$ cat config.mk
export PLATFORM = sky130hd
export DESIGN_NAME = ing_rr_arbiter
export DESIGN_NICKNAME = d
export VERILOG_FILES = /design/src/rtl/test_package.sv /design/src/rtl/ing_rr_arbiter_rr_pick.sv /design/src/rtl/ing_rr_arbiter.sv
export SDC_FILE = /design/constraint.sdc
export NUM_CORES = 1
export LEC_CHECK = 0
export CORE_ASPECT_RATIO = 0.9
export CORE_MARGIN = 2
export CORE_UTILIZATION = 39
export CTS_BUF_LIST = sky130_fd_sc_hd__clkbuf_8
export CTS_CLUSTER_SIZE = 40
export DETAILED_ROUTE_END_ITERATION = 12
export MAX_ROUTING_LAYER = met4
export PLACE_DENSITY_LB_ADDON = 0.12
export SYNTH_ARGS = -nofsm -noshare
export SYNTH_HDL_FRONTEND = slang
export SYNTH_HIERARCHICAL = 1
export SYNTH_SLANG_ARGS = --single-unit
$ cat constraint.sdc
create_clock -name clock -period 2.13 [get_ports clock]
set_input_delay 0.426 -clock clock [delete_from_list [all_inputs] [get_ports clock]]
set_output_delay 0.426 -clock clock [all_outputs]
set_load 0.005 [all_outputs]
$ cat src/rtl/test_package.sv
// Shared s_ing beat type plus the arbiter's source index and FSM state types.
package test_package;
  localparam int NUM         = 6;
  localparam int NUM_REQ_DEF = 4;

  typedef struct packed {
    logic [31:0]    op;
    logic [NUM-1:0] pl;
  } s_ing;

  typedef logic [$clog2(NUM_REQ_DEF)-1:0] src_t;

  typedef enum logic [0:0] {
    IDLE = 1'b0,
    LOCK = 1'b1
  } arb_state_e;
endpackage

$ cat src/rtl/ing_rr_arbiter_rr_pick.sv
// Rotate-priority first-one finder: the first set bit of req at or after ptr, wrapping.
module rr_pick #(
  parameter int N = 4,
  localparam int W = $clog2(N)
) (
  input  logic [N-1:0] req,
  input  logic [W-1:0] ptr,
  output logic [W-1:0] idx,
  output logic         found
);
  logic [W:0]   sum_s;
  logic [W-1:0] k_s;

  // Walk offsets from farthest to nearest so the nearest requester wins.
  always_comb begin
    idx   = '0;
    sum_s = '0;
    k_s   = '0;
    for (int i = N - 1; i >= 0; i--) begin
      sum_s = {1'b0, ptr} + (W+1)'(i);
      k_s   = (sum_s >= (W+1)'(N)) ? W'(sum_s - (W+1)'(N)) : W'(sum_s);
      idx   = req[k_s] ? k_s : idx;
    end
  end

  assign found = |req;
endmodule

$ cat src/rtl/ing_rr_arbiter.sv
// Round-robin s_ing arbiter with burst lock and a single registered output stage.
module ing_rr_arbiter
  import test_package::*;
#(
  parameter int NUM_REQ   = 4,
  parameter int MAX_BURST = 8,
  localparam int SW = $clog2(NUM_REQ),
  localparam int CW = $clog2(MAX_BURST + 1)
) (
  input  logic                 clock,
  input  logic                 rst,
  input  logic [NUM_REQ-1:0]   req_vld,
  input  s_ing [NUM_REQ-1:0]   req_data,
  input  logic [NUM_REQ-1:0]   req_last,
  output logic [NUM_REQ-1:0]   req_rdy,
  output logic                 out_vld,
  output s_ing                 out_data,
  output logic                 out_last,
  output logic [SW-1:0]        out_src,
  input  logic                 out_rdy,
  output logic                 busy
);
  arb_state_e    state_r, next_state_s;
  logic [SW-1:0] owner_r, rr_ptr_r, pick_idx_s, next_ptr_s;
  logic [CW-1:0] beat_cnt_r;
  logic          pick_found_s, slot_free_s, accept_s, last_s;

  rr_pick #(.N(NUM_REQ)) u_pick (
    .req   (req_vld),
    .ptr   (rr_ptr_r),
    .idx   (pick_idx_s),
    .found (pick_found_s)
  );

  // The output slot can take a beat when empty or being drained this cycle.
  assign slot_free_s = !out_vld || out_rdy;
  assign accept_s    = (state_r == LOCK) && req_vld[owner_r] && slot_free_s;
  assign last_s      = req_last[owner_r] || (beat_cnt_r == CW'(MAX_BURST - 1));
  assign next_ptr_s  = (owner_r == SW'(NUM_REQ - 1)) ? '0 : owner_r + SW'(1);
  assign busy        = (state_r == LOCK);

  // Only the current owner ever sees ready.
  always_comb begin
    req_rdy = '0;
    if (state_r == LOCK) begin
      req_rdy[owner_r] = slot_free_s;
    end else begin
      req_rdy = '0;
    end
  end

  // Next-state logic: grant on any request, release on the last accepted beat.
  always_comb begin
    next_state_s = state_r;
    case (state_r)
      IDLE: begin
        if (pick_found_s) next_state_s = LOCK;
        else              next_state_s = IDLE;
      end
      LOCK: begin
        if (accept_s && last_s) next_state_s = IDLE;
        else                    next_state_s = LOCK;
      end
      default: next_state_s = IDLE;
    endcase
  end

  // State register.
  always_ff @(posedge clock) begin
    if (rst) state_r <= IDLE;
    else     state_r <= next_state_s;
  end

  // Grant owner, round-robin pointer and beat counter.
  always_ff @(posedge clock) begin
    if (rst) begin
      owner_r    <= '0;
      rr_ptr_r   <= '0;
      beat_cnt_r <= '0;
    end else if ((state_r == IDLE) && pick_found_s) begin
      owner_r    <= pick_idx_s;
      beat_cnt_r <= '0;
    end else if (accept_s) begin
      beat_cnt_r <= beat_cnt_r + CW'(1);
      if (last_s) rr_ptr_r <= next_ptr_s;
    end
  end

  // Output register: a new beat may replace the one draining in the same cycle.
  always_ff @(posedge clock) begin
    if (rst) begin
      out_vld  <= 1'b0;
      out_data <= '0;
      out_last <= 1'b0;
      out_src  <= '0;
    end else if (accept_s) begin
      out_vld  <= 1'b1;
      out_data <= req_data[owner_r];
      out_last <= last_s;
      out_src  <= owner_r;
    end else if (out_vld && out_rdy) begin
      out_vld  <= 1'b0;
    end
  end
endmodule

Word level (Yosys, flattened, before mapping)
Cells that the tools add are included.
{"block": "word_totals", "inputBits": 163, "out_inout_bits": 47, "latchBits": 0, "word_cells": 77, "memories": 0, "mem_bits_ro": 0, "ram_bits": 0, "reg_bits": 51}
{"block": "classes", "n_eq_ne": 2, "div_mod_pow": 0, "multipliers": 0, "order_cmp": 10, "add_sub_neg": 9, "n_shift": 0, "n_reduce_logical": 13, "n_bitwise": 3, "n_mux": 31}
{"op": "binary-select mux 38 bit (select 2 bit)", "n": 1}
{"op": "2-to-1 mux 38 bit", "n": 1}
{"op": "2-to-1 mux 2 bit", "n": 9}
{"op": "< comparator 2 x 3 -> 1 bit, second input constant", "n": 5}
{"op": "binary-select mux 1 bit (select 2 bit)", "n": 6}
{"op": "2-to-1 mux 1 bit", "n": 11}
{"op": "greater-or-equal comparator 3 bit, second input constant", "n": 3}
{"op": "subtractor 2 x 1 -> 2 bit, second input constant", "n": 4}
{"op": "adder 2 x 2 -> 3 bit, second input constant", "n": 2}
{"op": "logical AND 1 bit", "n": 6}
{"op": "adder 4 x 1 -> 4 bit, second input constant", "n": 1}
{"op": "bitwise AND 4 bit", "n": 1}
{"op": "equality test 4 x 3 -> 1 bit, second input constant", "n": 1}
{"op": "2-to-1 mux 4 bit", "n": 1}
{"op": "OR reduction 4 bit", "n": 1}
{"op": "adder 2 x 1 -> 3 bit, second input constant", "n": 1}
{"op": "greater-or-equal comparator 2 x 3 -> 1 bit, second input constant", "n": 1}
{"op": "AND reduction 3 bit", "n": 1}
{"op": "adder 2 x 1 -> 2 bit, second input constant", "n": 1}
{"op": "demux 1 bit (select 2 bit)", "n": 1}
{"op": "equality test 2 bit, second input constant", "n": 1}
{"op": "greater-or-equal comparator 2 x 1 -> 1 bit, second input constant", "n": 1}
{"op": "logical OR 1 bit", "n": 2}
{"op": "NOT 1 bit", "n": 2}
{"op": "4 further kinds", "n": 4}

Logic depth before layout (Yosys ltp)
Gate-level depths: netlist (run 1).
{"block": "depth", "ltp_word": 9, "mapped_depth": 7, "depth_no_buf": 5}

By module
The synthesis (run 1) kept the hierarchy.
{"mod": "ing_rr_arbiter", "seq_area_each_um2": 1021.0, "n_inst": 1, "cells_each": 357, "area_per_inst_um2": 3498.4}
{"mod": "rr_pick", "seq_area_each_um2": 0.0, "n_inst": 1, "cells_each": 15, "area_per_inst_um2": 81.3}

Least setup slack after synthesis (run 1)
No wires, ideal clock.
{"block": "synth_timing", "kind": "input to output", "startpoint": "input out_rdy", "endpoint": "output req_rdy[2]", "setup_slack_ns": 0.277, "stages": 5, "path_buffers": 3, "t_required_ns": 1.704, "arrival_time_ns": 1.427, "cell_sequence": "nand2b_1 > clkbuf_1 > clkbuf_1 > clkbuf_1 > and3_1"}
{"block": "synth_between", "elab_chain_len": 3}
{"element": "start, declared", "line_no": "ing_rr_arbiter.sv:20", "text": "input logic out_rdy,"}
{"element": "logical OR 1 bit", "line_no": "ing_rr_arbiter.sv:36", "text": "assign slot_free_s = !out_vld || out_rdy;"}
{"element": "bitwise AND 4 bit (no line)"}
{"element": "2-to-1 mux 4 bit", "line_no": "ing_rr_arbiter.sv:45", "text": "if (state_r == LOCK) begin"}
{"element": "end, declared", "line_no": "ing_rr_arbiter.sv:15", "text": "output logic [NUM_REQ-1:0] req_rdy,"}
Every way passes these cells.

Final worst setup path (run 1)
{"block": "layout_timing", "startpoint": "input out_rdy", "endpoint": "output req_rdy[3]"}
The elaborated chain is that of the path after synthesis.

==> flow_summary.yaml, run 1 <==
critical_path:
  worst_r2r_path_depth: 4
  reg2reg_to: "busy"
  r2r_slack_ns: 0.40
  critPathKind: "in -> out"
  timing.critical_path.cells: "clkdlybuf4s50_1 -> nand2b_4 -> and3_1 -> clkdlybuf4s50_1"
  rr_startpoint: "owner_r[1]"
  start_kind: "primary input"
  critical-path-top-cell-by-count: "sky130_fd_sc_hd__clkdlybuf4s50_1"
  crit_arrival_ns: 1.64
  cp_max_fo: 4
  critical_path.max_stage_delay_ns: 0.49
  required_ns: 1.70
  cp-endpoint: "req_rdy[3]"
  critical_path.startpoint: "out_rdy"
  cp-end-kind: "output pin"
  cp_slowest_cell: "sky130_fd_sc_hd__clkdlybuf4s50_1"
power:
  powerDensity_nw_per_um2: 451
  power_leakage_nw: 2.00
  power.ir.vdd_worst_mv: 0.255
  power.total_mw: 2.63
status:
  run_status: "completed"
worst_hold_path:
  min_path_type: "reg -> reg"
  holdPathStages: 2
die:
  die_w_um: 105
  row_count: 33
  initial_core_utilization_pct: 39.8
  floorplan.io_pins: 210
  die_height_um: 94.9
  die_area_um2: 9960
  coreArea_um2: 9000
logic_synthesis:
  syn_area_per_cell_um2: 9.62
  synth_area_leader_cell: "sky130_fd_sc_hd__dfxtp_1"
  netlist_top_cells_area: "sky130_fd_sc_hd__dfxtp_1, sky130_fd_sc_hd__mux4_2, sky130_fd_sc_hd__a31o_1"
  edff_count_synth: 0
  synth_async_sr_flop_share_pct: 0
  postSynthCellCount: 372
  synth_seq_cells: 51
  synthesized_cell_area_um2: 3580
  number_of_nets_in_the_synthesized_netlist: 540
  synth-seq-area-share_pct: 28.5
  synth_ff_type: "sky130_fd_sc_hd__dfxtp_1"
  yosysUniqueCellTypes: 29
  netlist_top_cells_count: "sky130_fd_sc_hd__dfxtp_1, sky130_fd_sc_hd__a21oi_1, sky130_fd_sc_hd__inv_1"
  yosys.area.top_type_share_pct: 28.5
  yosys_warnings: 6
  yosysMostFrequentCell: "sky130_fd_sc_hd__dfxtp_1"
global_routing:
  antenna_found_initial: 0
  grt_pass1_wl_um: 16900
  maximum_number_of_pins_on_one_net_before_global_route_repair: 55
  first_global_vias: 3528
  global_route.usage.total_pct: 21.3
  grt.overflow.total: 0
clocking:
  cts_buffer_depth: 2
  cts_inserted_buffers: 5
  clk_root_buffer_cell: "sky130_fd_sc_hd__clkbuf_8"
  cts_hold_buffers: 0
  clk_pin_slew_worst_paths_ns: 0.09
  cts_sinks: 51
  tritoncts: "yes"
  cts_htree_levels: 2
  clock_latency_ns: 0.29
finish:
  finish.utilization_pct: 64.9
  layout.area.seq_um2: 1030
  multiInputGateArea_um2: 2150
  area_growth_pct: 63.2
  layout.nets: 726
  filler_cell_count: 789
  insertedDiodeCount: 0
  layout-drive-gt1-share_pct: 13.1
sta:
  setup-tns-final_ns: 0
  timing.clock.skew_ns: 0.00581
  slew_violations: 0
  setup_viol_count_final: 0
  setup_repair_after_global_routing_missed_its_margin: "false"
  timing.hold.ws_ns: 0.502
  fmax_mhz: 483
  final-hold-violation-count: 0
  slew-limit-headroom_pct: 66.1
  finalWorstPathRequiredPeriod_ns: 2.07
  transition_time_at_the_pin_with_the_least_slew_margin_ns: 0.509
  final.period_utilization_pct: 97.1
run:
  drv.max_cap_violation_count: 0
placement:
  port-buffer-count: 209
  gpl.final_weighted_congestion: 0.785
  dp_hpwl_um: 8170
drt:
  wire_per_inst_um: 15.5
  postRouteAntennaNets: 0
  dr.pass1.iters: 4
  totalWireLength_um: 10600
  num_vias: 3708
  avgViaCountPerCell: 5.44
  route.detailed.drc: 0
  dr.first_iter.drc_count: 175
## flip-flops by register name, indices dropped and copies added, names as in the netlist
| register | flops |
|---|---|
| out_data | 38 |
| rr_ptr_r | 2 |
| out_vld | 1 |
| out_last | 1 |
| busy | 1 |
| out_src | 2 |
| owner_r | 2 |
| beat_cnt_r | 4 |
## worst max-delay path, delay by kind of cell
| kind | cells | cell delay, ns |
|---|---|---|
| buffers and inverters | 2 | 0.94 |
| AND/OR/NAND/NOR | 2 | 0.27 |
## metal layers
metal  GRT usage (%)  up-vias  part of all wire, %
li1                -     1786                    -
met1            26.6     1772                   42
met2            36.5      142                   51
met3            4.97        8                  7.0
met4            2.89        0                 0.61
met5               -        -                    0
## how the worst min path moves through the flow
stage | startpoint | endpoint | slack (ns)
finish | beat_cnt_r[3] | beat_cnt_r[3] | 0.50
global route | beat_cnt_r[3] | beat_cnt_r[3] | 0.56
CTS | beat_cnt_r[2] | beat_cnt_r[2] | 0.51
detailed placement | beat_cnt_r[3] | beat_cnt_r[3] | 0.49
global placement | beat_cnt_r[3] | beat_cnt_r[3] | 0.47
floorplan | beat_cnt_r[3] | beat_cnt_r[3] | 0.45
## kinds of logic (layout without fill, tap and decap cells)
family                     count (synthesis)  count (layout)  synth area share (%)
AOI/OAI and AO/OA                         99              99                  19.0
buffers and inverters                     95             282                  11.6
and+or+nand+nor                           79              79                  13.0
DFF                                       51              51                  28.5
muxes                                     43              43                  26.0
adders and majority gates                  5               5                  1.75
## placed cells by master (no fill, tap or decap), types with 3 or more instances in the layout
cell,Yosys,layout
sky130_fd_sc_hd__ha_1,5,5
sky130_fd_sc_hd__nor2_1,3,3
sky130_fd_sc_hd__clkbuf_8,0,5
sky130_fd_sc_hd__mux4_2,40,40
sky130_fd_sc_hd__a21oi_1,49,49
sky130_fd_sc_hd__inv_1,48,48
sky130_fd_sc_hd__or3_1,4,4
sky130_fd_sc_hd__nand2b_1,6,5
sky130_fd_sc_hd__dfxtp_1,51,48
sky130_fd_sc_hd__and3_1,6,6
sky130_fd_sc_hd__a31o_1,42,42
sky130_fd_sc_hd__nand4_1,46,46
sky130_fd_sc_hd__nand3_1,3,3
sky130_fd_sc_hd__nand2_1,7,7
sky130_fd_sc_hd__clkdlybuf4s50_1,0,206
sky130_fd_sc_hd__buf_4,0,15
## what timing repair did
action / in CTS / in global routing
buffers inserted: 0 / 1
gates resized for setup: 1 / 2
endpoints found under the setup margin: 1 / 3
## where the power goes
group / internal (mW) / switching, mW / total (mW) / leakage [nW]
Sequential: 1.02 / 0.0447 / 1.06 / 0.417
Clock: 0.229 / 0.324 / 0.553 / 0.0402
Combinational: 0.633 / 0.383 / 1.02 / 1.54
## metrics by stage
| stage | instance area (um^2) | worst slack, ns | cells |
|---|---|---|---|
| finish | 5840 | 0.0611 | 681 |
| floorplan | 3580 | 0.277 | 372 |
| detailed placement | 5740 | -0.0312 | 672 |
| global placement | 5740 | -0.0325 | 672 |
| CTS | 5830 | 0.0292 | 680 |
| global route | 5840 | 0.0151 | 681 |
## cell type report
cell class                 count  share of cell area, %
timing repair buffer         226                   38.4
multi-input combinational    226                   36.8
sequential                    51                   17.6
inverter                      48                   3.08
tap                          122                   2.61
clock buffer                   5                   1.18
clock inverter                 3                  0.343
Note: power is estimated with default switching activity, not from simulation.
==> run 2, diff against run 1 <==
--- a/config.mk
+++ b/config.mk
@@ -11,6 +11,7 @@
 export CTS_BUF_LIST = sky130_fd_sc_hd__clkbuf_8
 export CTS_CLUSTER_SIZE = 40
 export DETAILED_ROUTE_END_ITERATION = 12
+export GPL_ROUTABILITY_DRIVEN = 0
 export MAX_ROUTING_LAYER = met4
 export PLACE_DENSITY_LB_ADDON = 0.12
 export SYNTH_ARGS = -nofsm -noshare
==> results of run 2 <==
Final layout, timing and power as in run 1 (identical DEF).
